--- config.mk ---
export PLATFORM = sky130hd
export DESIGN_NAME = mtimer_intr_gen
export DESIGN_NICKNAME = d
export VERILOG_FILES = /design/src/rtl/mtimer_intr_gen.sv
export SDC_FILE = /design/constraint.sdc
export NUM_CORES = 1
export LEC_CHECK = 0
export BUFFER_PORTS_ARGS = -buffer_cell sky130_fd_sc_hd__buf_2
export CORE_MARGIN = 3
export CORE_UTILIZATION = 61
export DETAILED_ROUTE_END_ITERATION = 6
export HOLD_SLACK_MARGIN = 0.06
export PLACE_DENSITY = 0.9
export SLEW_MARGIN = 15
export SYNTH_ARGS = -nofsm -noshare
export SYNTH_HDL_FRONTEND = slang
export SYNTH_SLANG_ARGS = --single-unit
--- constraint.sdc ---
create_clock -name clk_i -period 5.07 [get_ports clk_i]
set_input_delay 1.521 -clock clk_i [delete_from_list [all_inputs] [get_ports clk_i]]
set_output_delay 1.521 -clock clk_i [all_outputs]
set_load 0.01 [all_outputs]
--- src/rtl/mtimer_intr_gen.sv ---
// Machine timer (64-bit mtime/mtimecmp) and interrupt request generator.
// Issues one-cycle timer/external pulses, one in service at a time, released by mret.
module mtimer_intr_gen #(
    parameter int AW       = 5,
    parameter int PRESCALE = 1
) (
    input  logic          clk_i,
    input  logic          rst_ni,
    input  logic [AW-1:0] addr_i,
    input  logic          we_i,
    input  logic          re_i,
    input  logic [31:0]   wdata_i,
    output logic [31:0]   rdata_o,
    input  logic          ext_irq_i,
    input  logic          is_mret_i,
    output logic          t_intr_o,
    output logic          e_intr_o,
    output logic          busy_o
);

    typedef enum logic [1:0] {IDLE, T_FIRE, E_FIRE, SVC} state_t;

    localparam int PW = (PRESCALE > 1) ? $clog2(PRESCALE) : 1;
    localparam logic [PW-1:0] PS_LAST = PW'(PRESCALE - 1);

    state_t      state, state_nxt;
    logic [31:0] mtime_lo, mtime_hi, cmp_lo, cmp_hi;
    logic [PW-1:0] presc;
    logic        cnt_en, tie, eie;
    logic        t_pend, e_pend, match_q;
    logic        sync1, sync2, sync3;
    logic        tick, carry, match;
    logic        wr_mtl, wr_mth, wr_cml, wr_cmh, wr_ctrl, wr_stat;
    logic        t_set, e_set, t_take, e_take, t_clr, e_clr;

    // Full-address compare also rejects non-word-aligned byte addresses.
    assign wr_mtl  = we_i && (addr_i == AW'('h00));
    assign wr_mth  = we_i && (addr_i == AW'('h04));
    assign wr_cml  = we_i && (addr_i == AW'('h08));
    assign wr_cmh  = we_i && (addr_i == AW'('h0C));
    assign wr_ctrl = we_i && (addr_i == AW'('h10));
    assign wr_stat = we_i && (addr_i == AW'('h14));

    assign tick  = cnt_en && (presc == PS_LAST);
    assign carry = tick && (mtime_lo == 32'hFFFF_FFFF);
    assign match = {mtime_hi, mtime_lo} >= {cmp_hi, cmp_lo};

    assign t_set = match && !match_q && tie;
    assign e_set = sync2 && !sync3 && eie;
    assign t_clr = t_take || (wr_stat && wdata_i[0]);
    assign e_clr = e_take || (wr_stat && wdata_i[1]);

    always_ff @(posedge clk_i or negedge rst_ni) begin
        if (!rst_ni) begin
            presc    <= '0;
            mtime_lo <= '0;
            mtime_hi <= '0;
            cmp_lo   <= '1;
            cmp_hi   <= '1;
            cnt_en   <= 1'b0;
            tie      <= 1'b0;
            eie      <= 1'b0;
            match_q  <= 1'b0;
            t_pend   <= 1'b0;
            e_pend   <= 1'b0;
            sync1    <= 1'b0;
            sync2    <= 1'b0;
            sync3    <= 1'b0;
        end else begin
            if (cnt_en) presc <= tick ? '0 : presc + 1'b1;
            // A bus write to one word wins over its increment; the other word still counts.
            mtime_lo <= wr_mtl ? wdata_i : (tick  ? mtime_lo + 32'd1 : mtime_lo);
            mtime_hi <= wr_mth ? wdata_i : (carry ? mtime_hi + 32'd1 : mtime_hi);
            if (wr_cml) cmp_lo <= wdata_i;
            if (wr_cmh) cmp_hi <= wdata_i;
            if (wr_ctrl) begin
                cnt_en <= wdata_i[0];
                tie    <= wdata_i[1];
                eie    <= wdata_i[2];
            end
            match_q <= match;
            // Set has priority over any clear in the same cycle.
            t_pend  <= t_set || (t_pend && !t_clr);
            e_pend  <= e_set || (e_pend && !e_clr);
            sync1   <= ext_irq_i;
            sync2   <= sync1;
            sync3   <= sync2;
        end
    end

    always_ff @(posedge clk_i or negedge rst_ni) begin
        if (!rst_ni) state <= IDLE;
        else         state <= state_nxt;
    end

    always_comb begin
        state_nxt = state;
        t_take    = 1'b0;
        e_take    = 1'b0;
        case (state)
            IDLE: begin
                if (t_pend && tie) begin
                    state_nxt = T_FIRE;
                    t_take    = 1'b1;
                end else if (e_pend && eie) begin
                    state_nxt = E_FIRE;
                    e_take    = 1'b1;
                end
            end
            T_FIRE:  state_nxt = SVC;
            E_FIRE:  state_nxt = SVC;
            SVC:     if (is_mret_i) state_nxt = IDLE;
            default: state_nxt = IDLE;
        endcase
    end

    assign t_intr_o = (state == T_FIRE);
    assign e_intr_o = (state == E_FIRE);
    assign busy_o   = (state != IDLE);

    always_comb begin
        rdata_o = '0;
        if (re_i) begin
            case (addr_i)
                AW'('h00): rdata_o = mtime_lo;
                AW'('h04): rdata_o = mtime_hi;
                AW'('h08): rdata_o = cmp_lo;
                AW'('h0C): rdata_o = cmp_hi;
                AW'('h10): rdata_o = {29'd0, eie, tie, cnt_en};
                AW'('h14): rdata_o = {29'd0, busy_o, e_pend, t_pend};
                default:   rdata_o = '0;
            endcase
        end
    end

endmodule

==> reports/metrics.cfg <==
[final_layout]
fillers = 1047
synthToLayoutAreaGrowth_pct = 13.2
diodes = 0
num-nets-final = 1199
postLayoutCoreUtil = 0.716
drive_gt1_frac = 0.250

[clocking]
cts_hold_buf = 0
cts.reportedPaths.clkPinSlew_ns = 0.06
post_cts_buffers = 0
postCtsResizedCells = 0
cts_tree = done
cts.sinks = 140
numCtsBuffers = 17
clock_latency_ns = 0.43
cts_htree_levels = 4
clock_path_buffers = 2
root_buffer = clkbuf_16

[yosys]
synth-seq-cells = 140
synth_flop_cell = dfrtp_1
post_synth_num_cell_types = 55
synth_top_cell_area_share = 0.204
synth_seq_area_share = 0.384
syn_nets = 1131
post-synth-top-count-cell = nor2_1
synth_cells = 1018
ys_top_cells_by_count = 119 x nor2_1, 85 x nand2_1, 76 x dfrtp_1
syn-cell-area_sq_um = 9330
synth_edf_count = 0
ys_top_cells_by_area = dfrtp_1 20%, dfstp_2 18%, ha_1 9.4%
ys_warn_count = 0
ys_async_sr_fraction = 1.00
netlist.top_cell.by_area = dfrtp_1
synth_area_per_cell_sq_um = 9.17

[min_path]
holdCritStartpoint = sync1
hold_class = reg2reg

[setup_path]
rr_startpoint = mtime_lo[1]
crit_arrival_ns = 3.20
ff2ff_setup_slack_ns = 2.17
endpoint = rdata_o[26]
path_max_fanout = 22
r2r_cells = 7
cp-startpoint = addr_i[1]
required_ns = 3.55
end_kind = primary output
r2r_end = mtime_hi[18]
critPathLaunchType = primary input
critical_path_class = in2out

[floorplan]
num_io_pins = 78
std_cell_rows = 44
die_h_um = 130
die_area_sq_um = 16800
die_width_um = 130
core-area_sq_um = 14800
initial_utilization = 0.632

[power]
p_leak_nw = 4.48
p_int_mw = 2.84
power.net_switching_mw = 1.61
switching_share = 0.362
seqPwrFrac = 0.405
vdd.ir_drop.worst_mv = 0.303
combinationalPowerShare = 0.305
clock_power_share = 0.290
p_total_mw = 4.45
power_density_nw_per_um2 = 422

[drt]
wire_per_inst_um = 21.0
wirelength_um = 26900
firstDrtPassIters = 6
post_drt_via_cell_ratio = 6.69
post-route-drc-count = 0
drt_iter0_drc = 940
vias = 8579
ant_nets = 0

[timing]
clock.fmax_mhz = 212
fin_skew_ns = 0.0103
finalSetupViolCount = 0
fin_crit_sh = 0.930
worst_pin_slew_ns = 0.799
fin_hold_ws_ns = 0.350
setup-tns-final_ns = 0
hold_viol = 0
layout_min_cycle_time_ns = 4.72
rsz0062_at_grt = no
slew_viol_final = 0
max_slew_margin = 0.466

[global_route]
grt_pass1_wl_um = 43500
grt-ovfl-total = 0
grt_start_max_net_pins = 72
antenna_found_initial = 0
grt_pass1_vias = 8528
grt_usage = 0.332

[run_status]
outcome = complete, no violations

[placed_design]
gp_routability_congestion = 0.921
hpwl_um = 18100
port_buffers = 77

[flow_run]
cap_violations = 0

## area by class of cell
cell class / instances / area [sq um] / area share
clock buffers: 18 / 439 / 0.0416
clock inverters: 14 / 171 / 0.0162
inverters: 71 / 267 / 0.0252
flip-flops and latches: 140 / 3580 / 0.339
well taps: 184 / 230 / 0.0218
repair buffers: 96 / 559 / 0.0530
multi-input cells: 760 / 5310 / 0.503
## layer usage
| metal | vias to the layer above | wire length, um | GRT usage |
|---|---|---|---|
| met2 | 554 | 12300 | 0.516 |
| met3 | 128 | 2960 | 0.0919 |
| met4 | 0 | 1420 | 0.181 |
| li1 | 3811 | - | - |
| met5 | - | 0 | 0 |
| met1 | 4086 | 10200 | 0.422 |
## registers in the layout (all words and copies together), names as in the netlist
register,flops
cmp_hi,32
cmp_lo,32
mtime_hi,32
mtime_lo,32
state,2
cnt_en,1
e_pend,1
eie,1
match_q,1
presc,1
sync1,1
sync2,1
sync3,1
t_pend,1
tie,1
## critical path, stage by stage
cell	delay, ns
buf_2	0.13
nor4_2	0.39
buf_12	0.23
buf_4	0.30
a22oi_1	0.11
nor2_1	0.16
a221oi_1	0.09
nor2_1	0.13
buf_2	0.14
## power groups by stage
stage | Sequential (mW) | Clock [mW] | Combinational (mW)
global route | 1.84 | 1.34 | 1.51
global placement | 1.79 | 0 | 1.22
finish | 1.81 | 1.29 | 1.36
CTS | 1.79 | 1.30 | 1.34
detailed placement | 1.80 | 0 | 1.30
floorplan | 1.69 | 0 | 0.999
## worst min-delay path by stage
stage / slack (ns) / endpoint / depth (start not counted)
after CTS: 0.35 / sync2 / 0
after detailed placement: 0.34 / sync2 / 0
after floorplan: 0.33 / sync2 / 0
after global routing: 0.37 / sync2 / 0
after global placement: 0.34 / sync2 / 0
final: 0.35 / sync2 / 0
## kinds of logic (layout without fill, tap and decap cells)
family,count (synthesis),in the layout,share of synthesized area
buffers and inverters,118,199,0.0485
adder cells (fa/ha/maj),70,70,0.0939
AO/OA/AOI/OAI,194,194,0.138
AND/OR/NAND/NOR,373,373,0.200
flip-flops,140,140,0.384
XOR/XNOR,44,44,0.0413
multiplexers,79,79,0.0940
## layout by cell type (no fill, tap or decap), types with 12 or more instances in the layout
| master | Yosys | final |
|---|---|---|
| and2_1 | 16 | 16 |
| dfrtp_1 | 76 | 76 |
| clkbuf_16 | 0 | 17 |
| nor3_1 | 14 | 14 |
| mux2_2 | 69 | 69 |
| and3_1 | 13 | 13 |
| buf_4 | 2 | 17 |
| nor2_1 | 119 | 119 |
| ha_1 | 70 | 70 |
| xor2_1 | 26 | 26 |
| inv_1 | 71 | 71 |
| xnor2_1 | 18 | 18 |
| a21o_1 | 12 | 12 |
| nand4_1 | 30 | 30 |
| a21oi_1 | 71 | 71 |
| a22oi_1 | 24 | 24 |
| dfstp_2 | 64 | 64 |
| o21ai_0 | 20 | 20 |
| a221oi_1 | 28 | 28 |
| nand2_1 | 85 | 84 |
| nand3_1 | 46 | 46 |
| buf_2 | 2 | 76 |
## through the flow
stage	area, sq um	cells	worst slack [ns]
5_1_grt	10600	1283	0.236
3_3_place_gp	9940	1251	0.481
6_report	10600	1283	0.353
4_1_cts	10600	1283	0.383
2_1_floorplan	9330	1018	0.478
3_5_place_dp	9940	1251	0.457
No activity file was read; power rests on OpenSTA's default activity.
